$ cat src/rtl/rr_arb_pkg.sv
// Shared select encodings and output-register state for the 2:1 round-robin arbiter.
package rr_arb_pkg;

  localparam logic SEL_CH0 = 1'b0;
  localparam logic SEL_CH1 = 1'b1;

  typedef enum logic {
    EMPTY = 1'b0,
    FULL  = 1'b1
  } state_t;

endpackage

$ cat src/rtl/MUX_2to1.sv
// Gate-level single-bit 2:1 mux cell: y = s ? i1 : i0.
module MUX_2to1 (
  input  logic i0,
  input  logic i1,
  input  logic s,
  output logic y
);

  assign y = (i0 & ~s) | (i1 & s);

endmodule

$ cat src/rtl/rr_arb_2to1_dp.sv
// Datapath: one MUX_2to1 cell per bit, steered by the arbiter pick,
// captured into the output word register when a grant occurs.
module rr_arb_2to1_dp #(
  parameter int WIDTH = 8
) (
  input  logic             clk,
  input  logic             rst,
  input  logic [WIDTH-1:0] d0,
  input  logic [WIDTH-1:0] d1,
  input  logic             sel,
  input  logic             load,
  output logic [WIDTH-1:0] y
);

  logic [WIDTH-1:0] mux_y;
  logic [WIDTH-1:0] y_d;
  logic [WIDTH-1:0] y_q;

  for (genvar k = 0; k < WIDTH; k++) begin : g_bit
    MUX_2to1 u_mux (
      .i0 (d0[k]),
      .i1 (d1[k]),
      .s  (sel),
      .y  (mux_y[k])
    );
  end

  always_comb begin
    y_d = y_q;
    if (load) y_d = mux_y;
  end

  always_ff @(posedge clk or posedge rst) begin
    if (rst) y_q <= '0;
    else     y_q <= y_d;
  end

  assign y = y_q;

endmodule

$ cat src/rtl/rr_arb_2to1.sv
// Two-channel round-robin stream arbiter with a one-entry registered output
// and saturating per-channel transfer counters.
//
//   state | meaning
//   EMPTY | output register holds no unconsumed word
//   FULL  | y holds a word waiting for y_ready
module rr_arb_2to1
  import rr_arb_pkg::*;
#(
  parameter int WIDTH = 8,
  parameter int CNT_W = 8
) (
  input  logic             clk,
  input  logic             rst,
  input  logic             v0,
  input  logic [WIDTH-1:0] d0,
  output logic             r0,
  input  logic             v1,
  input  logic [WIDTH-1:0] d1,
  output logic             r1,
  output logic [WIDTH-1:0] y,
  output logic             s,
  output logic             y_valid,
  input  logic             y_ready,
  output logic [CNT_W-1:0] cnt0,
  output logic [CNT_W-1:0] cnt1
);

  localparam logic [CNT_W-1:0] CNT_MAX = {CNT_W{1'b1}};
  localparam logic [CNT_W-1:0] CNT_ONE = {{(CNT_W-1){1'b0}}, 1'b1};

  state_t           state_q, state_d;
  logic             last_q, last_d;
  logic             s_q, s_d;
  logic [CNT_W-1:0] cnt0_q, cnt0_d;
  logic [CNT_W-1:0] cnt1_q, cnt1_d;
  logic             ld;
  logic             pick;
  logic             grant;

  always_comb begin
    ld   = (state_q == EMPTY) | y_ready;
    pick = SEL_CH0;
    if (v0 && v1)  pick = ~last_q;
    else if (v1)   pick = SEL_CH1;

    // Readies are forced low during reset so no producer sees a phantom transfer.
    r0    = ~rst & ld & v0 & (pick == SEL_CH0);
    r1    = ~rst & ld & v1 & (pick == SEL_CH1);
    grant = r0 | r1;

    state_d = state_q;
    last_d  = last_q;
    s_d     = s_q;
    cnt0_d  = cnt0_q;
    cnt1_d  = cnt1_q;

    if (grant) begin
      state_d = FULL;
      last_d  = pick;
      s_d     = pick;
      if (pick == SEL_CH0) begin
        if (cnt0_q != CNT_MAX) cnt0_d = cnt0_q + CNT_ONE;
      end else begin
        if (cnt1_q != CNT_MAX) cnt1_d = cnt1_q + CNT_ONE;
      end
    end else if (ld) begin
      state_d = EMPTY;
    end
  end

  always_ff @(posedge clk or posedge rst) begin
    if (rst) begin
      state_q <= EMPTY;
      last_q  <= SEL_CH1;
      s_q     <= SEL_CH0;
      cnt0_q  <= '0;
      cnt1_q  <= '0;
    end else begin
      state_q <= state_d;
      last_q  <= last_d;
      s_q     <= s_d;
      cnt0_q  <= cnt0_d;
      cnt1_q  <= cnt1_d;
    end
  end

  rr_arb_2to1_dp #(
    .WIDTH (WIDTH)
  ) u_dp (
    .clk  (clk),
    .rst  (rst),
    .d0   (d0),
    .d1   (d1),
    .sel  (pick),
    .load (grant),
    .y    (y)
  );

  assign s       = s_q;
  assign y_valid = (state_q == FULL);
  assign cnt0    = cnt0_q;
  assign cnt1    = cnt1_q;

endmodule
$ cat config.mk
export PLATFORM = sky130hd
export DESIGN_NAME = rr_arb_2to1
export DESIGN_NICKNAME = d
export VERILOG_FILES = /design/src/rtl/rr_arb_pkg.sv /design/src/rtl/MUX_2to1.sv /design/src/rtl/rr_arb_2to1_dp.sv /design/src/rtl/rr_arb_2to1.sv
export SDC_FILE = /design/constraint.sdc
export NUM_CORES = 1
export LEC_CHECK = 0
export ABC_AREA = 0
export BUFFER_PORTS_ARGS = -buffer_cell sky130_fd_sc_hd__clkbuf_2
export CORE_UTILIZATION = 49
export CTS_CLUSTER_SIZE = 28
export DETAILED_ROUTE_END_ITERATION = 10
export PLACE_DENSITY = 0.88
export SYNTH_ARGS = -nofsm -noshare
export SYNTH_HDL_FRONTEND = slang
export SYNTH_HIERARCHICAL = 1
export SYNTH_SLANG_ARGS = --single-unit
$ cat constraint.sdc
create_clock -name clk -period 3.21 [get_ports clk]
set_input_delay 0.642 -clock clk [delete_from_list [all_inputs] [get_ports clk]]
set_output_delay 0.642 -clock clk [all_outputs]
set_load 0.02 [all_outputs]
# [Word level (Yosys, flattened, before mapping)]
# Cells that the tools add are included.
[totals] mem_count=0 output_inout_bits=28 word_cells=53 inputBits=21 ram_bits=0 register_bits=27 latchBits=0 mem_bits_ro=0
[op_classes] muxes=4 n_bitwise=35 magnitude_cmp=0 reduce_logical=4 addsub=2 mul=0 n_eq_ne=2 shifts=0 div_mod_pow=0
[ops] cell="1-bit AND" n=21
[ops] cell="8-bit by 1-bit adder with 8-bit output (second input constant)" n=2
[ops] cell="8-bit != test (second input constant)" n=2
[ops] cell="1-bit OR" n=10
[ops] cell="3-bit AND reduction" n=2
[ops] cell="1-bit 2-to-1 mux" n=4
[ops] cell="1-bit NOT" n=4
[ops] cell="2-bit nonzero test" n=1
[ops] cell="1-bit logical AND" n=1

# [Depth between registers and ports, before layout]
# Gate-level depths: netlist of the first run.
[logic_depth] ltp_word=7 mapped_depth=6 mapped_depth_nobuf=5

# [Modules after synthesis]
# Netlist of the first run, hierarchy kept.
[by_module_without_submodules] mod="rr_arb_2to1" area_each_um2=985.9 cells_per_inst=90 instances=1 seq_area_each_um2=476.7
[by_module_without_submodules] mod="rr_arb_2to1_dp" area_each_um2=335.3 cells_per_inst=18 instances=1 seq_area_each_um2=200.2
[by_module_without_submodules] mod="MUX_2to1" area_each_um2=15.0 cells_per_inst=1 instances=8 seq_area_each_um2=0.0

# [Least setup slack after synthesis of the first run]
# OpenSTA, ideal clock, no wires.
[synth_timing] path_type="in2out" start="input port v1" end="output port r1" setup_slack_ns=0.169 arrival_time_ns=2.399 path_buffers=0 path_stages=3 required_time_ns=2.568 cell_sequence="a21boi_0 > nand3_1 > inv_1"
[synth_between] elab_chain_cells=3 elab_cells_between_ends=5 cone_classes="2 x mux; 2 x bitwise; 1 x reduce/logical"
[synth_lines] element="start, declared" line_no="rr_arb_2to1.sv:18" rtl="input logic v1,"
[synth_lines] element="1-bit 2-to-1 mux / 1-bit logical AND (equally long branches)" line_no="rr_arb_2to1.sv:45, rr_arb_2to1.sv:44"
[synth_lines] element="1-bit 2-to-1 mux" line_no="rr_arb_2to1.sv:44" rtl="if (v0 && v1) pick = ~last_q;"
[synth_lines] element="1-bit AND *" line_no="rr_arb_2to1.sv:49" rtl="r1 = ~rst & ld & v1 & (pick == SEL_CH1);"
[synth_lines] element="end, declared" line_no="rr_arb_2to1.sv:20" rtl="output logic r1,"
# Every way passes the cells marked *; elsewhere a longest branch is shown, timed or not.

# [Worst setup path after layout of the first run]
[layout_timing] start="register last_q" end="output port r0"
[layout_between] elab_chain_cells=4
[layout_lines] element="start, declared" line_no="rr_arb_2to1.sv:33" rtl="logic last_q, last_d;"
[layout_lines] element="start signal, assigned" line_no="rr_arb_2to1.sv:81" rtl="last_q <= last_d;"
[layout_lines] element="1-bit NOT" line_no="rr_arb_2to1.sv:44"
[layout_lines] element="1-bit 2-to-1 mux" line_no="rr_arb_2to1.sv:44"
[layout_lines] element="1-bit NOT (no line)"
[layout_lines] element="1-bit AND" line_no="rr_arb_2to1.sv:48" rtl="r0 = ~rst & ld & v0 & (pick == SEL_CH0);"
[layout_lines] element="end, declared" line_no="rr_arb_2to1.sv:17" rtl="output logic r0,"
# No other way between the ends.

==> results of run 1 <==
==> cell families (layout without fill, tap and decap cells) <==
family	Yosys count	count (layout)	share of synthesized area (%)
compound gates	9	9	3.82
xor+xnor	8	8	4.86
fa+ha+maj	2	2	1.74
buf+inv	7	60	2.86
flops	27	27	47.0
mux	22	22	21.4
simple gates	41	41	18.4
==> worst max-delay path, cell delays in order (launching register included) <==
cell and delay (ns):
dfstp_2 0.57, nor2b_1 0.07, or4b_4 0.57, inv_1 0.10, clkbuf_2 0.17
==> worst min path at each step <==
stage / to / slack, ns / depth (start not counted)
finish: u_dp/y[2] / 0.27 / 2
global route: u_dp/y[0] / 0.29 / 2
CTS: u_dp/y[6] / 0.27 / 2
detailed placement: s / 0.49 / 2
global placement: cnt0[6] / 0.49 / 1
floorplan: u_dp/y[0] / 0.46 / 1
==> cell usage after synthesis, types with 3 or more instances <==
cell | n | area share [%]
mux2_4 | 16 | 17
nor3_1 | 7 | 2.4
inv_1 | 5 | 1.3
a21oi_1 | 3 | 1.0
dfrtp_1 | 26 | 45
nand2_1 | 7 | 1.8
xor2_1 | 8 | 4.9
and4_1 | 3 | 1.8
nand3_1 | 8 | 2.8
nor2_1 | 5 | 1.3
mux2_2 | 4 | 3.1
==> routing by layer <==
metal,wire length (microns),vias up,part of all wire (%),global-route usage (%)
met4,17,0,0.62,7.32
li1,-,522,-,-
met1,1200,509,44,24.6
met3,168,2,6.1,3.02
met2,1360,43,50,32.8
met5,0,-,0,0
==> state kept, by name (all words and copies together), names as in the netlist <==
signal,count
cnt1,8
y_valid,1
cnt0,8
last_q,1
u_dp/y,8
s,1
==> power groups by stage <==
stage | logic (uW) | clock network, uW | registers [uW]
after CTS | 450 | 150 | 546
after global placement | 433 | 0 | 545
after detailed placement | 450 | 0 | 550
after global routing | 481 | 160 | 564
final | 444 | 146 | 545
after floorplan | 195 | 0 | 644
==> cell usage in the layout, fill, tap and decap left out <==
cell	n
a21boi_1	1
a21oi_1	3
a31oi_1	2
a32o_1	1
and2b_1	1
and4_1	3
buf_4	3
clkbuf_1	1
clkbuf_2	48
clkbuf_4	3
dfrtp_1	26
dfstp_2	1
ha_1	2
inv_1	5
mux2_1	2
mux2_2	4
mux2_4	16
nand2_1	7
nand2b_1	2
nand3_1	8
nand4_1	2
nor2_1	5
nor2b_1	1
nor2b_4	1
nor3_1	7
nor3b_1	1
nor4_4	1
nor4b_4	1
o21ai_0	2
or4b_4	1
xor2_1	8
==> area by class of cell <==
cell class              count  share of cell area (%)
clock buffers               4                    1.50
inverters                   5                    1.07
multi-input cells          82                    41.4
flip-flops and latches     27                    38.8
well taps                  31                    2.22
repair buffers             51                    15.0
==> metrics by stage <==
step | std cells | total power, uW | area [sq um]
finish | 200 | 1140 | 1750
CTS | 200 | 1150 | 1750
global route | 200 | 1210 | 1750
global placement | 196 | 977 | 1720
floorplan | 116 | 838 | 1440
detailed placement | 196 | 999 | 1720
==> results.toml, run 1 <==
[status]
status = "completed"

[place]
preCtsSetupSlack_ns = 0.817
io_buffers = 48
place_congestion = 0.833
dpl.hpwl_microns = 2190

[pwr]
ir_worst_vdd_mv = 0.621
power_switching_uw = 456
switching_share_pct = 40.2
p_clk_share_pct = 12.8
p_leak_uw = 0.000901
p_per_area_nw_per_um2 = 650
internal-power_uw = 679
combinationalPowerShare_pct = 39.1
sequentialPowerShare_pct = 48.0

[critical_path]
path_max_fanout = 9
arrival_ns = 1.80
reg2reg_depth = 4
critPathLaunch = "last_q"
r2r-start = "last_q"
timing.rr.end = "cnt0[7]"
cp.required_ns = 2.57
crit_path_end_kind = "primary output"
crit_end = "r0"
crit_type = "reg2out"
r2r_slack_ns = 1.30
startpoint_type = "flip-flop"

[clock_network]
cts_tree = "built"
cts_setup_buffers = 0
hold_buffers = 0
cts.sinks = 27
clk_latency_ns = 0.32
path_clk_slew_ns = 0.14
cts_resized = 0
htreeDepth = 1
numCtsBuffers = 3
clock_path_buffers = 2
cts_root_buffer = "clkbuf_4"

[min_path]
hp-class = "in2async"

[layout]
area_growth_syn_to_layout_pct = 21.2
antennaDiodeCount = 0
seq_area_sq_um = 677
final_util_pct = 62.8
drive_above_1_share_pct = 46.7
layout.nets = 193
nFillCells = 218
multi_input_area_sq_um = 723

[floorplan]
core_sq_um = 2780
rows = 19
start_util_pct = 51.8
die_h_microns = 56.2
dieArea_sq_um = 3160
fp.dieW_microns = 56.2
io_pins = 49

[route]
drcViolationCount = 0
first_pass_iters = 4
vias = 1076
routed_wl_microns = 2750
postRouteAntennaNets = 0
wire_per_inst_microns = 13.7
post_drt_via_cell_ratio = 5.38
initialDrtViolationCount = 12

[sta]
worst-slew-pin-transition_ns = 0.310
timing_hold_violations_final = 0
finalSetupTns_ns = 0
fin_ws_ns = 0.772
drv_slew = 0
period_share_pct = 76.0
whs_ns = 0.269
rsz0062_at_grt = "no"
slew_headroom_pct = 79.3
setup_violations = 0
max_freq_ghz = 0.410
finClkSkew_ns = 0.00178
finalCriticalPeriod_ns = 2.44

[synth]
synthArstFlopShare_pct = 100
syn_area_per_cell_sq_um = 12.4
syn_inst = 116
synth.distinct_cells = 28
yosys_warnings = 6
yosysSeqAreaShare_pct = 47.0
netlist_area_sq_um = 1440
synth_seq_cells = 27
syn_nets = 139
synthFlopType = "dfrtp_1"
synth_edf_count = 0

[global_route]
grt_use_total_pct = 19.3
overflow = 0
first_global_vias = 1083
grt_pass1_wl_microns = 4730
grt_start_max_net_pins = 22
antenna_found_initial = 0

[job]
cap_violations = 0
Power figures use the tool's default switching activity.
==> run 2: changes to the inputs <==
Clock period 3.21 ns to 2.5 ns, I/O delays scaled along.
==> run 2 against run 1 <==
  * Non-clock buffer count grew 1
  * Utilization grew 0.27 points
  * Setup slack lost 0.60 ns
  * Sequential share of layout area shrank 0.17 points
  * Sequential power grew 29%
  * Die area is the same
  * Critical path depth is the same
  * Routed wire length grew 3.8%
  * Flip-flop and latch count is the same
  * Total power grew 29%
  * Clock power grew 25%
  * Register-to-register slack lost 0.74 ns
  * Largest power group unchanged
==> results.toml, run 2 (synthesis results as in run 1) <==
[status]
status = "completed"

[critical_path]
slowest_delay_ns = 0.58
reg2reg_depth = 4
crit_type = "reg2out"
crit_path_end_kind = "primary output"
arrival_ns = 1.83
cp_slowest_cell = "dfstp_2"
startpoint_type = "flip-flop"
timing.rr.end = "cnt0[7]"
r2r_slack_ns = 0.56
crit_chain = "nor2b_1 > or4b_4 > inv_1 > clkbuf_2"
r2r-start = "last_q"
cp.required_ns = 2.00
path_max_fanout = 9

[layout]
layout_common_cells = "48 x clkbuf_2, 26 x dfrtp_1, 16 x mux2_4"
final_area_sq_um = 1750
final-instance-count-excl-fill = 201
seq_area_sq_um = 677
area_growth_syn_to_layout_pct = 21.7
multi_input_area_sq_um = 723
antennaDiodeCount = 0
final_common_cell = "clkbuf_2"
drive_above_1_share_pct = 47.1
nFillCells = 231
layout.nets = 194

[place]
dpl_cell_area_sq_um = 1730
place_congestion = 0.775
dpl.hpwl_microns = 2310
placed_cells = 197
io_buffers = 48

[route]
postRouteAntennaNets = 0
first_pass_iters = 4
initialDrtViolationCount = 20
routed.top_layer = "met4"
wl_met1_microns = 1170
wl_met2_microns = 1490
wire_per_inst_microns = 14.2
drcViolationCount = 0
wl_met3_microns = 134
post_drt_via_cell_ratio = 5.39
routed_wl_microns = 2850
vias = 1084

[pwr]
ir_worst_vdd_mv = 0.569
p_leak_uw = 0.000907
p_per_area_nw_per_um2 = 833

[global_route]
grt_use_total_pct = 19.0
antenna_found_initial = 0
first_global_vias = 1084
grt_start_max_net_pins = 22
grt_pass1_wl_microns = 4620
overflow = 0

[floorplan]
core_sq_um = 2780
rows = 19
fp.dieW_microns = 56.2
start_util_pct = 51.8
die_h_microns = 56.2
dieArea_sq_um = 3160
io_pins = 49

[clock_network]
cts_tree = "built"
cts_root_buffer = "clkbuf_4"
clock_path_buffers = 2
htreeDepth = 1
numCtsBuffers = 3
cts_setup_buffers = 0
cts.sinks = 27
hold_buffers = 0
path_clk_slew_ns = 0.13
cts_resized = 0
clk_latency_ns = 0.32

[sta]
rsz0062_at_grt = "no"
slew_headroom_pct = 76.9
timing_hold_violations_final = 0
finalSetupTns_ns = 0
worst-slew-pin-transition_ns = 0.346
finClkSkew_ns = 0.00141
setup_violations = 0
drv_slew = 0
finalCriticalPeriod_ns = 2.33
period_share_pct = 93.2
max_freq_ghz = 0.429
whs_ns = 0.145

[job]
cap_violations = 0

[min_path]
hp-class = "in2async"
==> run 2: changes by cell type in the layout (fill, tap and decap cells not counted), sizes merged <==
cell  change
buf       +1
==> run 2: final cells by class <==
cell class,instances,area share (%)
multi-input combinational,82,41.2
timing repair buffer,52,15.4
clock buffer,4,1.50
inverter,5,1.07
tap,31,2.21
sequential,27,38.6
==> run 2: layer usage <==
layer / GRT usage (%) / vias to the layer above
met4: 8.36 / 0
li1: - / 526
met3: 3.26 / 7
met2: 34.9 / 41
met5: 0 / -
met1: 21.4 / 510
==> run 2: critical path: cells and delay by family, from the launching register on <==
family / cells / cell delay [ns]
buf+inv: 2 / 0.28
flops: 1 / 0.58
simple gates: 2 / 0.65
==> run 2: worst max-delay path by stage <==
stage,start,end,cells after the start
2_1_floorplan,v1,r1,3
3_3_place_gp,v1,r0,5
3_5_place_dp,v1,r0,5
4_1_cts,last_q,r0,4
5_1_grt,last_q,r0,4
6_report,last_q,r0,4
==> run 2: power by group <==
part	total, uW	internal [uW]	switching [uW]
clock network	182	62.4	120
registers	701	559	142
logic	578	253	325
total	1460	874	587
==> run 2: metrics by stage <==
step	power (uW)	utilization [%]	worst slack [ns]
after floorplan	1080	-	0.156
after detailed placement	1290	62.1	0.383
after global routing	1560	63.1	0.0801
after CTS	1470	63.1	0.164
after global placement	1260	62.1	0.437
final	1460	63.1	0.169
